### src/rtl/psum_acc_if.sv
// rtl/psum_acc_if.sv - handshake and strobe bundle between issuer, psum FIFO, output writer and psum_acc_ctrl
interface psum_acc_if #(
    parameter int LEN_W  = 8,
    parameter int PASS_W = 10
);
    logic              start;
    logic [LEN_W-1:0]  cfg_len;
    logic [PASS_W-1:0] cfg_passes;
    logic              pe_valid;
    logic              pe_ready;
    logic              fifo_full;
    logic              fifo_rd_en;
    logic              fifo_wr_en;
    logic              fifo_zero_sel;
    logic              out_valid;
    logic              out_last;
    logic              busy;
    logic              done;
    logic              err;

    modport slave (
        input  start, cfg_len, cfg_passes, pe_valid, fifo_full,
        output pe_ready, fifo_rd_en, fifo_wr_en, fifo_zero_sel,
               out_valid, out_last, busy, done, err
    );

    modport master (
        output start, cfg_len, cfg_passes, pe_valid, fifo_full,
        input  pe_ready, fifo_rd_en, fifo_wr_en, fifo_zero_sel,
               out_valid, out_last, busy, done, err
    );
endinterface

### src/rtl/psum_acc_ctrl.sv
// rtl/psum_acc_ctrl.sv - pass/position sequencer and tag pipeline driving the psum adder tree and FIFO
module psum_acc_ctrl #(
    parameter int ADDER_LAT = 3,
    parameter int LEN_W     = 8,
    parameter int PASS_W    = 10
) (
    input  logic      clk,
    input  logic      rst_n,
    psum_acc_if.slave bus
);
    localparam int STALL_W = $clog2(ADDER_LAT + 1);

    typedef enum logic [1:0] {IDLE, RUN, DRAIN, DONE} state_t;

    typedef struct packed {
        logic valid;
        logic first;
        logic last_pass;
        logic last_pos;
    } tag_t;

    state_t            state_q, state_d;
    logic [LEN_W-1:0]  len_q, pos_q;
    logic [PASS_W-1:0] passes_q, pass_q;
    logic [STALL_W-1:0] stall_q, stall_load;
    tag_t              tag_q [ADDER_LAT];
    tag_t              new_tag, out_tag;
    logic              err_q;

    logic start_ok, zero_cfg, accept, pos_last, pass_last;
    logic ready, busy, rd_en, wr_en, zero_sel, out_valid, out_last;

    assign start_ok  = (state_q == IDLE) && bus.start;
    assign zero_cfg  = (bus.cfg_len == '0) || (bus.cfg_passes == '0);
    assign ready     = (state_q == RUN) && (stall_q == '0);
    assign accept    = bus.pe_valid && ready;
    assign pos_last  = (pos_q == len_q - 1'b1);
    assign pass_last = (pass_q == passes_q - 1'b1);
    assign busy      = (state_q != IDLE);

    // Rows shorter than the adder latency must wait so a FIFO entry is written before it is popped again
    always_comb begin
        stall_load = '0;
        if (len_q < LEN_W'(ADDER_LAT))
            stall_load = STALL_W'(LEN_W'(ADDER_LAT) - len_q);
    end

    always_comb begin
        new_tag           = '0;
        new_tag.valid     = accept;
        new_tag.first     = accept && (pass_q == '0);
        new_tag.last_pass = accept && pass_last;
        new_tag.last_pos  = accept && pos_last;
    end

    always_ff @(posedge clk or negedge rst_n) begin
        if (!rst_n) state_q <= IDLE;
        else        state_q <= state_d;
    end

    always_comb begin
        state_d = state_q;
        case (state_q)
            IDLE:  if (bus.start) state_d = zero_cfg ? DONE : RUN;
            RUN:   if (accept && pos_last && pass_last) state_d = DRAIN;
            // The final tag one stage before the tree output means the last result lands next cycle
            DRAIN: if (tag_q[ADDER_LAT-2].valid && tag_q[ADDER_LAT-2].last_pass &&
                       tag_q[ADDER_LAT-2].last_pos) state_d = DONE;
            DONE:  state_d = IDLE;
            default: state_d = IDLE;
        endcase
    end

    always_ff @(posedge clk or negedge rst_n) begin
        if (!rst_n) begin
            len_q    <= '0;
            passes_q <= '0;
            pos_q    <= '0;
            pass_q   <= '0;
            stall_q  <= '0;
        end else if (start_ok) begin
            len_q    <= bus.cfg_len;
            passes_q <= bus.cfg_passes;
            pos_q    <= '0;
            pass_q   <= '0;
            stall_q  <= '0;
        end else if (accept) begin
            if (pos_last) begin
                pos_q <= '0;
                if (!pass_last) begin
                    pass_q  <= pass_q + 1'b1;
                    stall_q <= stall_load;
                end
            end else begin
                pos_q <= pos_q + 1'b1;
            end
        end else if (stall_q != '0) begin
            stall_q <= stall_q - 1'b1;
        end
    end

    always_ff @(posedge clk or negedge rst_n) begin
        if (!rst_n) begin
            for (int i = 0; i < ADDER_LAT; i++) tag_q[i] <= '0;
        end else begin
            tag_q[0] <= new_tag;
            for (int i = 1; i < ADDER_LAT; i++) tag_q[i] <= tag_q[i-1];
        end
    end

    assign out_tag   = tag_q[ADDER_LAT-1];
    assign rd_en     = tag_q[0].valid && !tag_q[0].first;
    assign zero_sel  = busy && (!tag_q[1].valid || tag_q[1].first);
    assign out_valid = out_tag.valid && out_tag.last_pass;
    assign out_last  = out_valid && out_tag.last_pos;
    assign wr_en     = out_tag.valid && !out_tag.last_pass;

    always_ff @(posedge clk or negedge rst_n) begin
        if (!rst_n)               err_q <= 1'b0;
        else if (start_ok)        err_q <= zero_cfg;
        else if (wr_en && bus.fifo_full) err_q <= 1'b1;
    end

    assign bus.pe_ready      = ready;
    assign bus.fifo_rd_en    = rd_en;
    assign bus.fifo_wr_en    = wr_en;
    assign bus.fifo_zero_sel = zero_sel;
    assign bus.out_valid     = out_valid;
    assign bus.out_last      = out_last;
    assign bus.busy          = busy;
    assign bus.done          = (state_q == DONE);
    assign bus.err           = err_q;
endmodule
### src/flat_wrapper.sv
// flat-port wrapper written by rule: the top's interface ports become plain ports
module psum_acc_ctrl_flat 
#(
    parameter int ADDER_LAT = 3,
    parameter int LEN_W     = 8,
    parameter int PASS_W    = 10
)
  (clk, rst_n, bus_start, bus_cfg_len, bus_cfg_passes, bus_pe_valid, bus_fifo_full, bus_pe_ready, bus_fifo_rd_en, bus_fifo_wr_en, bus_fifo_zero_sel, bus_out_valid, bus_out_last, bus_busy, bus_done, bus_err);
  psum_acc_if #(.LEN_W(LEN_W), .PASS_W(PASS_W)) bus_i ();
  input  logic clk;
  input  logic rst_n;
  input wire logic [$bits(bus_i.start)-1:0] bus_start;
  input wire logic [$bits(bus_i.cfg_len)-1:0] bus_cfg_len;
  input wire logic [$bits(bus_i.cfg_passes)-1:0] bus_cfg_passes;
  input wire logic [$bits(bus_i.pe_valid)-1:0] bus_pe_valid;
  input wire logic [$bits(bus_i.fifo_full)-1:0] bus_fifo_full;
  output wire logic [$bits(bus_i.pe_ready)-1:0] bus_pe_ready;
  output wire logic [$bits(bus_i.fifo_rd_en)-1:0] bus_fifo_rd_en;
  output wire logic [$bits(bus_i.fifo_wr_en)-1:0] bus_fifo_wr_en;
  output wire logic [$bits(bus_i.fifo_zero_sel)-1:0] bus_fifo_zero_sel;
  output wire logic [$bits(bus_i.out_valid)-1:0] bus_out_valid;
  output wire logic [$bits(bus_i.out_last)-1:0] bus_out_last;
  output wire logic [$bits(bus_i.busy)-1:0] bus_busy;
  output wire logic [$bits(bus_i.done)-1:0] bus_done;
  output wire logic [$bits(bus_i.err)-1:0] bus_err;
  assign bus_i.start = bus_start;
  assign bus_i.cfg_len = bus_cfg_len;
  assign bus_i.cfg_passes = bus_cfg_passes;
  assign bus_i.pe_valid = bus_pe_valid;
  assign bus_i.fifo_full = bus_fifo_full;
  assign bus_pe_ready = bus_i.pe_ready;
  assign bus_fifo_rd_en = bus_i.fifo_rd_en;
  assign bus_fifo_wr_en = bus_i.fifo_wr_en;
  assign bus_fifo_zero_sel = bus_i.fifo_zero_sel;
  assign bus_out_valid = bus_i.out_valid;
  assign bus_out_last = bus_i.out_last;
  assign bus_busy = bus_i.busy;
  assign bus_done = bus_i.done;
  assign bus_err = bus_i.err;
  psum_acc_ctrl #(.ADDER_LAT(ADDER_LAT), .LEN_W(LEN_W), .PASS_W(PASS_W)) u_core (.clk(clk), .rst_n(rst_n), .bus(bus_i));
endmodule
### config.mk
export PLATFORM = sky130hd
export DESIGN_NAME = psum_acc_ctrl_flat
export DESIGN_NICKNAME = d
export VERILOG_FILES = /design/src/rtl/psum_acc_if.sv /design/src/rtl/psum_acc_ctrl.sv /design/src/flat_wrapper.sv
export SDC_FILE = /design/constraint.sdc
export NUM_CORES = 1
export LEC_CHECK = 0
export CAP_MARGIN = 0
export CORE_ASPECT_RATIO = 1.25
export CORE_MARGIN = 2
export CORE_UTILIZATION = 50
export CTS_BUF_LIST = sky130_fd_sc_hd__clkbuf_4
export DETAILED_ROUTE_END_ITERATION = 8
export DONT_BUFFER_PORTS = 1
export GPL_TIMING_DRIVEN = 1
export SLEW_MARGIN = 20
export SYNTH_ARGS = -nofsm -noshare
export SYNTH_HDL_FRONTEND = slang
export SYNTH_SLANG_ARGS = --single-unit
### constraint.sdc
create_clock -name clk -period 3.7 [get_ports clk]
set_input_delay 0.74 -clock clk [delete_from_list [all_inputs] [get_ports clk]]
set_output_delay 0.74 -clock clk [all_outputs]
set_load 0.05 [all_outputs]
# --- After elaboration in Yosys (flattened, before gate mapping) ---
# Cells that the tools add are included.
word_totals:
  wordCells: 90
  reg_bits: 52
  out_inout_bits: 9
  input_bits: 23
classes:
  n_eq_ne: 11
  magnitude_cmp: 1
  mux: 20
  add_sub_neg: 6
  reduce_logical: 34
op_table:
  columns: ["cell", "count"]
  rows:
  - ["$mux W10", 4]
  - ["$mux W8", 3]
  - ["$logic_not A10 Y1", 2]
  - ["$mux W2", 10]
  - ["$logic_and A1 B1 Y1", 15]
  - ["$add A10 B1 Y10 const B", 1]
  - ["$eq A10 B10 Y1", 1]
  - ["$reduce_bool A2 Y1", 5]
  - ["$sub A10 B1 Y10 const B", 1]
  - ["$reduce_and A3 Y1", 3]
  - ["$add A8 B1 Y8 const B", 1]
  - ["$eq A8 B8 Y1", 1]
  - ["$logic_not A8 Y1", 1]
  - ["$lt A8 B2 Y1 const B", 1]
  - ["$pmux W2 S4", 1]
  - ["$sub A8 B1 Y8 const B", 1]
  - ["$ne A3 B2 Y1 const B", 2]
  - ["$eq A2 B2 Y1 const B", 2]
  - ["$logic_not A2 Y1", 2]
  - ["$ne A2 B1 Y1 const B", 2]
  - ["$ne A2 B2 Y1 const B", 2]
  - ["$logic_not A1 Y1", 3]
  - ["$reduce_bool A3 Y1", 1]
  - ["$eq A2 B1 Y1 const B", 1]
  - ["4 further kinds", 6]

# --- Depth between registers and ports, before layout ---
logic_depth:
  word_depth: 7
  mapped_depth: 11
  depth_no_buf: 10

# --- Worst setup path before layout ---
# No wires, ideal clock.
synth_path:
  kind: "register to register"
  startpoint: "reg u_core.state_q[1]"
  endpoint: "reg u_core.pass_q[8]"
  t_arrival_ps: 2418
  path_stages_with_launch: 10
  required_ps: 3622
  n_path_buf: 0
  path_slack_ps: 1204
  setup_ps: 78
  period_less_slack_ps: 2496
  path_cell_list: "dfrtp_1 inv_1 ha_1 and2_1 nand2_1 inv_1 and4_1 nand2_1 or4_1 a21oi_1"
synth_via:
  elab_chain_cells: 5
  word_cells_on_any_way: 10
  classes_between: "eq/ne: 2; mux: 1; reduce/logical: 7"
synth_lines:
  columns: ["item", "line", "text"]
  rows:
  - ["start, declared", "psum_acc_ctrl.sv:22", "state_t state_q, state_d;"]
  - ["start signal, assigned", "psum_acc_ctrl.sv:58", "else state_q <= state_d;"]
  - ["$eq A2 B1 Y1", "psum_acc_ctrl.sv:35", "assign ready = (state_q == RUN) && (stall_q == '0);"]
  - ["$logic_and A1 B1 Y1", "psum_acc_ctrl.sv:35", null]
  - ["named net bus_pe_ready", "flat_wrapper.sv:17", "output wire logic [$bits(bus_i.pe_ready)-1:0] bus_pe_ready;"]
  - ["$logic_and A1 B1 Y1", "psum_acc_ctrl.sv:36", "assign accept = bus.pe_valid && ready;"]
  - ["named net u_core.accept", "psum_acc_ctrl.sv:30", "logic start_ok, zero_cfg, accept, pos_last, pass_last;"]
  - ["$reduce_bool A2 Y1 (no line)", null, null]
  - ["$reduce_and A3 Y1 (no line)", null, null]
  - ["end signal, assigned", "psum_acc_ctrl.sv:91", "pass_q <= pass_q + 1'b1;"]
  - ["end, declared", "psum_acc_ctrl.sv:24", "logic [PASS_W-1:0] passes_q, pass_q;"]
# The timed path passes the listed nets, and every way through them passes these cells.
# A chain may end at the register's enable or synchronous reset.

# --- Worst setup path in the final report ---
layout_path:
  startpoint: "reg u_core.state_q[1]"
  endpoint: "reg u_core.pos_q[6]"
layout_via:
  elab_chain_cells: 4
  word_cells_on_any_way: 7
  classes_between: "eq/ne: 1; mux: 1; reduce/logical: 5"
layout_lines:
  columns: ["item", "line", "text"]
  rows:
  - ["$eq A2 B1 Y1", "psum_acc_ctrl.sv:35", null]
  - ["$logic_and A1 B1 Y1", "psum_acc_ctrl.sv:35", null]
  - ["$logic_and A1 B1 Y1", "psum_acc_ctrl.sv:36", null]
  - ["named net u_core.accept", "psum_acc_ctrl.sv:30", null]
  - ["$reduce_bool A2 Y1 (no line)", null, null]
  - ["end signal, assigned", "psum_acc_ctrl.sv:95", "pos_q <= pos_q + 1'b1;"]
  - ["end, declared", "psum_acc_ctrl.sv:23", "logic [LEN_W-1:0] len_q, pos_q;"]
# The timed path passes the listed nets, and every way through them passes these cells.

==> impl_metrics.json <==
{
  "cp.arrival_ps": 3240,
  "antenna_found_initial": 0,
  "final.setup.tns_ps": 0,
  "drt_drc_violations_left": 0,
  "netlist_area_sq_um": 3110,
  "drtPass1Iterations": 4,
  "ys_ff_latch": 52,
  "grt_max_degree": 53,
  "path_clk_slew_ps": 150,
  "std_cell_rows": 32,
  "setup_viol": 0,
  "gp_congestion": 0.844,
  "period_needed_ps": 2930,
  "dieArea_sq_um": 6880,
  "core_area_sq_um": 6090,
  "irDropWorstVdd_mv": 0.189,
  "cts_buffers": 5,
  "first_iter_violations": 100,
  "antenna_left": 0,
  "finalClockSkew_ps": 4.86,
  "grt_first_pass_wirelength_mm": 11.5,
  "endpoint_kind": "flip-flop",
  "cts_max_level": 2,
  "cts_sinks": 52,
  "cts_setup_buffers": 0,
  "worstPathMaxFanout": 13,
  "final_util_pct": 54.3,
  "grt_util_all_layers_pct": 21.7,
  "seq_area_frac_synth_pct": 41.8,
  "worstSkewPairLatency_ps": 380,
  "hold_viol": 0,
  "drv_slew": 0,
  "drt-total-wl_mm": 7.00,
  "rsz0062_at_grt": "no",
  "start_util_pct": 51.2,
  "portBuffers": 0,
  "hp-class": "in2async",
  "ios": 32,
  "synth_cell_types": 60,
  "netlist_instances": 339,
  "fmax_mhz": 342,
  "drv_cap": 0,
  "overflow": 0,
  "grt_pass1_vias": 2397,
  "die_y_microns": 92.2,
  "fin_cells": 427,
  "slew_headroom_pct": 31.2,
  "startpoint_type": "flip-flop",
  "synth_edf_count": 0,
  "synthToLayoutAreaGrowth_pct": 6.23,
  "n_antenna_cell": 0,
  "final_net_count": 376,
  "worst_pin_slew_ps": 1020,
  "ys_warn_count": 0,
  "cts.path.max_buffers": 2,
  "viasPerCell": 5.79,
  "period_share_pct": 79.1,
  "avgRoutedWirePerCell_microns": 16.4,
  "synth-async-reset-ratio_pct": 100,
  "crit_type": "reg2reg",
  "vias": 2474,
  "drive_above_1_share_pct": 8.48,
  "dp.cells": 418,
  "avgSynthCellArea_sq_um": 9.18,
  "power_density_nw_per_um2": 277,
  "die-width_microns": 74.6,
  "cts_tree": "done",
  "status": "finished, final reports clean",
  "hpwl_mm": 5.02,
  "cp.required_ps": 4010,
  "p_leak_nw": 1.54,
  "synth_ff_type": "dfrtp_1",
  "ctsRootBufferMaster": "clkbuf_4",
  "syn-num-nets": 374
}
## metal layers
layer / track usage [%] / up-vias / wire length [microns]
li1: - / 1223 / -
met1: 28.9 / 1181 / 3200
met2: 35.3 / 64 / 3370
met3: 4.62 / 6 / 358
met4: 6.25 / 0 / 84
met5: 0 / - / 0
## state kept, by name, indices dropped and copies added (netlist names)
register	flops
u_core.pos_q	8
u_core.stall_q	2
u_core.tag_q	8
u_core.passes_q	10
u_core.len_q	8
u_core.state_q	2
u_core.bus.err	1
u_core.pass_q	10
u_core.out_tag	3
## per-stage QoR
stage          setup WS (ps)  instance area, sq um  power, W  hold WS, ps
6_report                 775                  3310  0.000916         29.5
5_1_grt                  530                  3310  0.000948         8.94
4_1_cts                  759                  3280  0.000916         6.54
3_5_place_dp             806                  3200  0.000581          337
3_3_place_gp             880                  3200  0.000581          337
2_1_floorplan           1200                  3110  0.000581          331
## cell families after synthesis
logic type | share of synthesized area, %
XOR/XNOR | 5.63
multiplexers | 1.45
adder cells (fa/ha/maj) | 4.82
flip-flops | 41.8
AND/OR/NAND/NOR | 27.5
buffers and inverters | 3.66
AO/OA/AOI/OAI | 15.1
## worst max-delay path: stages, from the launching register on
cell and delay [ps]:
dfrtp_1 450, inv_1 110, ha_1 260, and2_1 160, buf_4 200, nand2_1 170
inv_1 150, nand2_1 130, a41oi_1 800, a41oi_1 240, a31oi_1 190
## worst paths after layout
path	slack (ps)	end	cells after the start	from
setup / recovery	770	u_core.pos_q[6]	10	u_core.state_q[1]
hold / removal	30	u_core.pass_q[6]	0	rst_n
setup reg to reg	770	u_core.pos_q[6]	10	u_core.state_q[1]
hold reg to reg	370	u_core.tag_q[4]	0	u_core.tag_q[8]
max in group asynchronous	3330	u_core.len_q[0]	1	rst_n
min in group clk	370	u_core.tag_q[4]	0	u_core.tag_q[8]
## power breakdown
part / internal, W / switching, W / leakage, nW
Sequential: 0.000569 / 0 / 0.701
Combinational: 0.00000412 / 0.00000922 / 0.792
Clock: 0.000142 / 0.000192 / 0.0428
Total: 0.000714 / 0.000202 / 1.54
## Yosys cell counts (5+ instances only)
master    number  area share (%)
nor4_1         6             1.2
nand2_1       62             7.5
o41ai_1        5             1.4
nand2b_1      14             2.8
inv_1         14             1.7
clkbuf_1       8            0.96
and3_1         7             1.4
a21oi_1       12             1.9
xnor2_1       18             5.1
dfrtp_1       52              42
nor3_1         7             1.1
nor2_1        11             1.3
o21ai_0        8             1.3
nand3_1       18             2.9
ha_1          12             4.8
a31oi_1       14             2.8
nor2b_1        6             1.2
## cell usage in the layout (no fill, tap or decap), types with 3 or more instances in the layout
master	n
nor4_1	6
xnor2_1	18
inv_1	14
dfrtp_1	52
nand3_1	18
and2_1	4
buf_4	5
a21oi_1	12
o311ai_0	4
nor2_1	11
a31oi_1	14
ha_1	12
o21ai_0	8
nor2b_1	6
nor3_1	7
nand2_1	62
and3_1	7
o21ai_1	3
nand2b_1	14
clkbuf_4	5
o41ai_1	5
## cell type report
| type | count | area (sq um) |
|---|---|---|
| fill | 592 | 2780 |
| multi-input combinational | 261 | 1700 |
| sequential | 52 | 1300 |
| tap | 85 | 106 |
| timing repair buffer | 6 | 65.1 |
| inverter | 15 | 56.3 |
| clock inverter | 3 | 42.5 |
| clock buffer | 5 | 37.5 |
## timing repair
action | CTS | global route
hold buffers | 0 | 1
endpoints found under the hold margin | 0 | 42
endpoints found under the setup margin | 0 | 0
gates resized for setup | 0 | 0
Power figures use the tool's default switching activity.
